==> src/rtl/centroid_marker_ctrl_pkg.sv <==
// Shared widths, default image geometry and FSM encoding for the centroid marker.
package centroid_pkg;

  localparam int unsigned COORD_W   = 11;
  localparam int unsigned ACC_W     = 32;
  localparam int unsigned CNT_W     = 20;
  localparam int unsigned IMG_W_DEF = 1280;
  localparam int unsigned IMG_H_DEF = 720;

  typedef enum logic [1:0] {
    IDLE   = 2'd0,
    DIV_X  = 2'd1,
    DIV_Y  = 2'd2,
    UPDATE = 2'd3
  } state_e;

endpackage

==> src/rtl/centroid_marker_ctrl_seq_div.sv <==
// Restoring divider, one quotient bit per cycle; shared by the x and y divisions.
module seq_div
  import centroid_pkg::*;
(
  input  logic             clk,
  input  logic             rst_n,
  input  logic             start,
  input  logic [ACC_W-1:0] dividend,
  input  logic [CNT_W-1:0] divisor,
  output logic [ACC_W-1:0] quotient,
  output logic             done
);

  logic [CNT_W-1:0] rem_q, rem_d;
  logic [CNT_W-1:0] dvs_q, dvs_d;
  logic [ACC_W-1:0] quo_q, quo_d;
  logic [4:0]       step_q, step_d;
  logic             run_q, run_d;
  logic             done_q, done_d;

  logic [CNT_W-1:0] rem_in;
  logic [CNT_W-1:0] dvs_in;
  logic [ACC_W-1:0] quo_in;
  logic [CNT_W:0]   trial;
  logic [CNT_W:0]   diff;
  logic             fits;

  // The start cycle already performs the first step, so the last bit lands 32 cycles later.
  always_comb begin
    rem_in = rem_q;
    quo_in = quo_q;
    dvs_in = dvs_q;
    if (!run_q) begin
      rem_in = '0;
      quo_in = dividend;
      dvs_in = divisor;
    end
    trial = {rem_in, quo_in[ACC_W-1]};
    diff  = trial - {1'b0, dvs_in};
    fits  = (trial >= {1'b0, dvs_in});

    rem_d  = rem_q;
    quo_d  = quo_q;
    dvs_d  = dvs_q;
    step_d = step_q;
    run_d  = run_q;
    done_d = 1'b0;

    if (run_q || start) begin
      rem_d = fits ? diff[CNT_W-1:0] : trial[CNT_W-1:0];
      quo_d = {quo_in[ACC_W-2:0], fits};
      dvs_d = dvs_in;
      if (!run_q) begin
        run_d  = 1'b1;
        step_d = 5'd1;
      end else begin
        step_d = step_q + 5'd1;
        if (step_q == 5'd31) begin
          run_d  = 1'b0;
          done_d = 1'b1;
        end
      end
    end
  end

  always_ff @(posedge clk or negedge rst_n) begin
    if (!rst_n) begin
      rem_q  <= '0;
      dvs_q  <= '0;
      quo_q  <= '0;
      step_q <= '0;
      run_q  <= 1'b0;
      done_q <= 1'b0;
    end else begin
      rem_q  <= rem_d;
      dvs_q  <= dvs_d;
      quo_q  <= quo_d;
      step_q <= step_d;
      run_q  <= run_d;
      done_q <= done_d;
    end
  end

  assign quotient = quo_q;
  assign done     = done_q;

endmodule

==> src/rtl/centroid_marker_ctrl.sv <==
// Per-frame centroid of mask pixels, driving the overlay crosshair x/y inputs.
module centroid_marker_ctrl
  import centroid_pkg::*;
#(
  parameter int unsigned IMG_W      = IMG_W_DEF,
  parameter int unsigned IMG_H      = IMG_H_DEF,
  parameter int unsigned MIN_PIXELS = 16
) (
  input  logic               clk,
  input  logic               rst_n,
  input  logic               de,
  input  logic               v_sync,
  input  logic               mask,
  output logic [COORD_W-1:0] x_out,
  output logic [COORD_W-1:0] y_out,
  output logic               valid,
  output logic               busy,
  output logic               frame_drop
);

  localparam logic [COORD_W-1:0] X_LAST  = COORD_W'(IMG_W - 1);
  localparam logic [COORD_W-1:0] Y_LAST  = COORD_W'(IMG_H - 1);
  localparam logic [CNT_W-1:0]   MIN_CNT = CNT_W'(MIN_PIXELS);

  logic [COORD_W-1:0] x_pos_q, x_pos_d, y_pos_q, y_pos_d;
  logic [ACC_W-1:0]   sum_x_q, sum_x_d, sum_y_q, sum_y_d;
  logic [CNT_W-1:0]   cnt_q, cnt_d;
  logic               vs_d_q;
  logic [ACC_W-1:0]   snap_y_q, snap_y_d;
  logic [CNT_W-1:0]   snap_cnt_q, snap_cnt_d;
  state_e             state_q, state_d;
  logic [COORD_W-1:0] qx_q, qx_d;
  logic               upd_ok_q, upd_ok_d;
  logic [COORD_W-1:0] x_out_q, x_out_d, y_out_q, y_out_d;
  logic               valid_q, valid_d;

  logic               fedge;
  logic               div_start, div_done;
  logic [ACC_W-1:0]   div_dividend, div_quo;
  logic [CNT_W-1:0]   div_divisor;

  assign fedge = v_sync & ~vs_d_q;

  always_comb begin
    x_pos_d = x_pos_q;
    y_pos_d = y_pos_q;
    if (v_sync) begin
      x_pos_d = '0;
      y_pos_d = '0;
    end else if (de) begin
      if (x_pos_q == X_LAST) begin
        x_pos_d = '0;
        y_pos_d = (y_pos_q == Y_LAST) ? '0 : y_pos_q + COORD_W'(1);
      end else begin
        x_pos_d = x_pos_q + COORD_W'(1);
      end
    end

    sum_x_d = sum_x_q;
    sum_y_d = sum_y_q;
    cnt_d   = cnt_q;
    if (fedge) begin
      sum_x_d = '0;
      sum_y_d = '0;
      cnt_d   = '0;
    end else if (de && mask && !v_sync) begin
      sum_x_d = sum_x_q + ACC_W'(x_pos_q);
      sum_y_d = sum_y_q + ACC_W'(y_pos_q);
      cnt_d   = cnt_q + CNT_W'(1);
    end
  end

  // The x sum is handed to the divider in the edge cycle itself, so only y and cnt need a snapshot.
  always_comb begin
    state_d      = state_q;
    snap_y_d     = snap_y_q;
    snap_cnt_d   = snap_cnt_q;
    qx_d         = qx_q;
    upd_ok_d     = upd_ok_q;
    x_out_d      = x_out_q;
    y_out_d      = y_out_q;
    valid_d      = valid_q;
    div_start    = 1'b0;
    div_dividend = sum_x_q;
    div_divisor  = cnt_q;

    unique case (state_q)
      IDLE: begin
        if (fedge) begin
          snap_y_d   = sum_y_q;
          snap_cnt_d = cnt_q;
          if (cnt_q >= MIN_CNT) begin
            div_start = 1'b1;
            state_d   = DIV_X;
          end else begin
            upd_ok_d = 1'b0;
            state_d  = UPDATE;
          end
        end
      end
      DIV_X: begin
        if (div_done) begin
          qx_d         = div_quo[COORD_W-1:0];
          div_start    = 1'b1;
          div_dividend = snap_y_q;
          div_divisor  = snap_cnt_q;
          state_d      = DIV_Y;
        end
      end
      DIV_Y: begin
        if (div_done) begin
          upd_ok_d = 1'b1;
          state_d  = UPDATE;
        end
      end
      UPDATE: begin
        if (upd_ok_q) begin
          x_out_d = qx_q;
          y_out_d = div_quo[COORD_W-1:0];
          valid_d = 1'b1;
        end else begin
          valid_d = 1'b0;
        end
        state_d = IDLE;
      end
      default: state_d = IDLE;
    endcase
  end

  always_ff @(posedge clk or negedge rst_n) begin
    if (!rst_n) begin
      x_pos_q    <= '0;
      y_pos_q    <= '0;
      sum_x_q    <= '0;
      sum_y_q    <= '0;
      cnt_q      <= '0;
      vs_d_q     <= 1'b0;
      snap_y_q   <= '0;
      snap_cnt_q <= '0;
      state_q    <= IDLE;
      qx_q       <= '0;
      upd_ok_q   <= 1'b0;
      x_out_q    <= '0;
      y_out_q    <= '0;
      valid_q    <= 1'b0;
    end else begin
      x_pos_q    <= x_pos_d;
      y_pos_q    <= y_pos_d;
      sum_x_q    <= sum_x_d;
      sum_y_q    <= sum_y_d;
      cnt_q      <= cnt_d;
      vs_d_q     <= v_sync;
      snap_y_q   <= snap_y_d;
      snap_cnt_q <= snap_cnt_d;
      state_q    <= state_d;
      qx_q       <= qx_d;
      upd_ok_q   <= upd_ok_d;
      x_out_q    <= x_out_d;
      y_out_q    <= y_out_d;
      valid_q    <= valid_d;
    end
  end

  seq_div u_div (
    .clk      (clk),
    .rst_n    (rst_n),
    .start    (div_start),
    .dividend (div_dividend),
    .divisor  (div_divisor),
    .quotient (div_quo),
    .done     (div_done)
  );

  assign x_out      = x_out_q;
  assign y_out      = y_out_q;
  assign valid      = valid_q;
  assign busy       = (state_q != IDLE);
  assign frame_drop = fedge & (state_q != IDLE);

endmodule
==> config.mk <==
export PLATFORM = sky130hd
export DESIGN_NAME = centroid_marker_ctrl
export DESIGN_NICKNAME = d
export VERILOG_FILES = /design/src/rtl/centroid_marker_ctrl_pkg.sv /design/src/rtl/centroid_marker_ctrl_seq_div.sv /design/src/rtl/centroid_marker_ctrl.sv
export SDC_FILE = /design/constraint.sdc
export NUM_CORES = 1
export LEC_CHECK = 0
export BUFFER_PORTS_ARGS = -buffer_cell sky130_fd_sc_hd__buf_2
export CORE_MARGIN = 2
export CORE_UTILIZATION = 55
export CTS_CLUSTER_SIZE = 24
export DETAILED_ROUTE_END_ITERATION = 10
export PLACE_DENSITY = 0.71
export SLEW_MARGIN = 10
export SYNTH_ARGS = -nofsm -noshare
export SYNTH_HDL_FRONTEND = slang
export SYNTH_HIERARCHICAL = 1
export SYNTH_SLANG_ARGS = --single-unit
==> constraint.sdc <==
create_clock -name clk -period 7.4 [get_ports clk]
set_input_delay 2.22 -clock clk [delete_from_list [all_inputs] [get_ports clk]]
set_output_delay 2.22 -clock clk [all_outputs]
set_load 0.02 [all_outputs]
==> summary.md <==
The post-layout minimum cycle time was 5.08 ns. 0 antenna diodes ended up in the layout. Detailed routing placed a total of 15.0 mm of wire on met2. The relative max-transition margin was 16.4%; the worst voltage drop across the vdd grid was 0.182 mV.

The routed wire length per instance is 17.9 µm, and the post-detailed-route via-to-cell ratio is 6.09. Once the floorplan was initialized, standard cells occupied 55.8% of the core. The startpoint identified for the worst hold timing path is snap_y_q[1]$_DFFE_PN0P_. For this block, wires on met1 add up to 15.2 mm.

Data on the critical path arrives at its endpoint at 2.86 ns. In the final design database the tool counted 1480 nets. Excluding fillers, the count of instances in the completed layout stands at 1780. The routed design has 31.9 mm of wire. The logs give 10500 for the via count of the first global-routing pass and 0 for the count of max-cap constraint violations. Clock-pin slew was measured on the worst setup and hold paths at 0.06 ns. After synthesis, the largest family of logic cells by area is multiplexers. In this run the critical register-to-register path is launched from state_q[1]$_DFFE_PN0P_. The final hold violation count was 0.

The run gives 1.17 mm as the routed wire length on met3. Global-route total usage across every layer: 22.8%. The detailed router used layers up to and including met4. The count of pins over their slew limit is 0. Compared with the post-synthesis result, the final layout area differs by 9.02%. The run gives 0.0269 mm² as the floorplan core area. dfrtp_1 takes more of the synthesized area than any other cell. The number of gates resized after CTS was 0. In this run the worst hold path is classified as reg2reg. The internal portion of the total power is 3.33 mW. Among all flip-flop cells after synthesis, the most frequent one is dfrtp_1.

For the number of antenna violations at the first check in global routing, the log shows 0. CTS buffer count: 30. The die boundary width was 169 µm; the net count after synthesis was 1481. Input and output buffers added on the ports amount to 29.

The detail route stage leaves a number of antenna-violating nets equal to 0. The nature of the critical path startpoint is an input pin. For the detailed-placement wirelength estimate, the log shows 21.4 mm. Summing the areas of all and, or, nand and nor instances in the mapped netlist gives 13.4% of the synthesized area. Of the post-synthesis cell area, the dominant cell type holds 45.9%. Measured in cells, the most critical reg-to-reg path has a length of 14.

DRC violations left: 0. Synthesis produced a netlist whose cell count is 1422. The flow ran to the end, and the final reports show no timing, DRC or antenna violations. The worst path uses 68.7% of the clock period.

Setup violations remaining at the end of the flow were counted as 0. The number of post-CTS setup repair buffers was 0; the minimum setup slack among reg-to-reg paths was 2.43 ns. The logs give 1730 for the cell total after placement and 76 for the number of distinct library cells after synthesis.

Of the cells placed in the final design, the portion with a size suffix greater than 1 is 18.6%. The die covers 0.0286 mm². For this design the ratio of total power to cell area is 309 mW/mm².

Of the total synthesized cell area, the portion taken by full adders, half adders and majority gates is 4.66%. For the placer congestion estimate, the log shows 0.904. The switching power is 1.72 mW. Counting flops with a built-in enable in the synthesized netlist gives 0.

In this run the count of I/O pins placed on the die edge is 30. The tightest hold path in the finished design has a slack of 0.485 ns. The total via count in the routed design was 10800.

The mux contribution to synthesized area works out to 17.3%. The reg-to-reg endpoint was u_div/rem_q[3]$_DFFE_PN0P_. The synthesized netlist occupies a cell area of 0.0150 mm². Derived from the worst setup path, the maximum achievable clock frequency is 197 MHz. Summing the areas of all xor and xnor instances in the mapped netlist gives 2.63% of the synthesized area.

During synthesis, Yosys emitted a total of 6 warnings. TritonCTS built the clock tree. Setup repair after global routing left no endpoint under its margin. Slew of the pin with the lowest slew margin: 1.25 ns. The first global-routing pass estimated 54.1 mm of wire. For the worst setup path, the data required time is 5.18 ns.

The floorplan has 60 rows. The logs give 1 for the CTS H-tree depth and 4 for the number of iterations in the first detailed-routing pass. Kind of end point of the critical path: a primary output. The portion of the post-synthesis area used by sequential elements was 45.9%; the violation count after the first detailed-route iteration was 576. The worst hold path passes through 2 cells.

The tools report the total clock sinks as 275. The critical-path maximum fanout came out at 18. The largest net degree at the start of global routing was 92; the clock network power share was 29.4%.

After synthesis the netlist holds a flip-flop and latch count of 275. The path type of the worst setup path was in2out. Height of the chip: 169 µm. The share of synthesized flip-flops with an asynchronous set or reset is 100%. The number of hold buffers added after CTS was 0. Summed over all cells, the static leakage comes to 7.46 nW. In this run the deepest clock path goes through 3 buffers.

In this run the mean area of a mapped cell was 10.5 µm². The logs give 38.7% for the part of the total power dissipated in sequential elements and 0.0155 ns for the worst clock skew. For the fraction of power consumed by combinational cells, the log shows 31.9%.

In the post-synthesis netlist, the biggest area contributors are dfrtp_1 46%, mux2_2 12%, mux2i_1 5.5%. The worst-case hold path end point is snap_y_q[1]$_DFFE_PN0P_. Summed over all failing endpoints, the final setup total negative slack is 0 ns.

The proportion of total power due to net switching is 34.1%, and the remaining global-route overflow is 0. The synthesized netlist devotes 13.4% of its cell area to compound gates. Clock root buffer: clkbuf_16.

Clock latency on the worst-skew pair, taken at its later pin, is 0.55 ns.
-- through the flow --
step	util [%]	total power, mW	setup WS, ns	area, µm²
global placement	57.2	3.54	2.33	15400
global route	60.8	5.37	2.06	16300
detailed placement	57.2	3.59	2.33	15400
finish	60.8	5.06	2.32	16300
CTS	60.8	5.09	2.32	16300
floorplan	-	3.24	2.02	15000
-- cell usage after synthesis, types with 18 or more instances --
| library cell | count |
|---|---|
| inv_1 | 27 |
| xor2_1 | 27 |
| a21oi_1 | 47 |
| xnor2_1 | 18 |
| and2_1 | 23 |
| o211ai_1 | 21 |
| nor2_1 | 56 |
| mux2_2 | 155 |
| nand2_1 | 131 |
| nand3_1 | 62 |
| dfrtp_1 | 275 |
| nand4_1 | 21 |
| o21ai_0 | 104 |
| o31ai_1 | 21 |
| and3_1 | 20 |
| mux2i_1 | 83 |
| clkbuf_1 | 55 |
| ha_1 | 51 |
-- worst max path at each step --
stage	startpoint	end	slack [ns]	cells after the start
floorplan	v_sync	frame_drop	2.02	5
global placement	v_sync	frame_drop	2.33	4
detailed placement	v_sync	frame_drop	2.33	4
CTS	v_sync	frame_drop	2.32	4
global route	state_q[1]$_DFFE_PN0P_	u_div/rem_q[18]$_DFFE_PN0P_	2.06	14
finish	v_sync	frame_drop	2.32	4
-- cell usage in the layout, fill, tap and decap left out, types with 7 or more instances in the layout --
master,Yosys,layout
xor2_1,27,27
nand2_1,131,128
and2_1,23,23
a21oi_1,47,46
o311ai_0,9,9
mux2i_1,83,83
o21ai_0,104,104
and3_1,20,20
dfrtp_1,275,274
buf_2,8,28
nor2b_1,16,15
a21o_1,12,12
o21ai_1,8,8
o211ai_1,21,21
nand3_1,62,62
nor2_1,56,55
mux2_2,155,155
nand4_1,21,21
inv_1,27,27
buf_4,3,13
nand2b_1,11,10
o41ai_1,7,7
o21a_1,10,10
o31ai_1,21,21
nor3_1,16,16
a32oi_1,16,16
xnor2_1,18,18
clkbuf_16,0,31
ha_1,51,51
or3_1,10,10
-- registers in the layout, summed over array words and instances (netlist names), 20 cells and up --
register and flops:
u_div/quotient 32, sum_y_q 32, snap_y_q 32, cnt_q 20
u_div/dvs_q 20, u_div/rem_q 20, snap_cnt_q 20, sum_x_q 32
-- power groups by stage --
stage	Sequential [mW]	Combinational [mW]	Clock, mW
after global routing	1.99	1.79	1.59
after CTS	1.96	1.62	1.52
after global placement	1.97	1.57	0
after floorplan	1.94	1.30	0
after detailed placement	1.98	1.61	0
final	1.96	1.61	1.49
-- routing by layer --
layer	global-route usage, %	vias to the layer above
met5	0	-
met4	4.98	0
met3	2.81	38
met2	37.7	183
met1	32.6	5405
li1	-	5212
-- critical path, stage by stage --
cell and delay [ns]:
buf_2 0.29, nand2b_2 0.10, nor2_1 0.08, buf_2 0.16
-- cells by family (layout without fill, tap and decap cells) --
kind of cell,Yosys count,count (layout)
AND/OR/NAND/NOR,402,402
AO/OA/AOI/OAI,305,305
flip-flops,275,275
multiplexers,239,239
buffers and inverters,102,119
adder cells (fa/ha/maj),54,54
XOR/XNOR,45,45
-- area by class of cell --
cell class	count	area [µm²]
Inverter	27	101
Sequential cell	275	6890
Clock inverter	9	124
Timing Repair Buffer	42	253
Clock buffer	41	853
Multi-Input combinational cell	1045	7700
Fill cell	2167	10500
Tap cell	341	427
(Power assumes the default switching activity.)
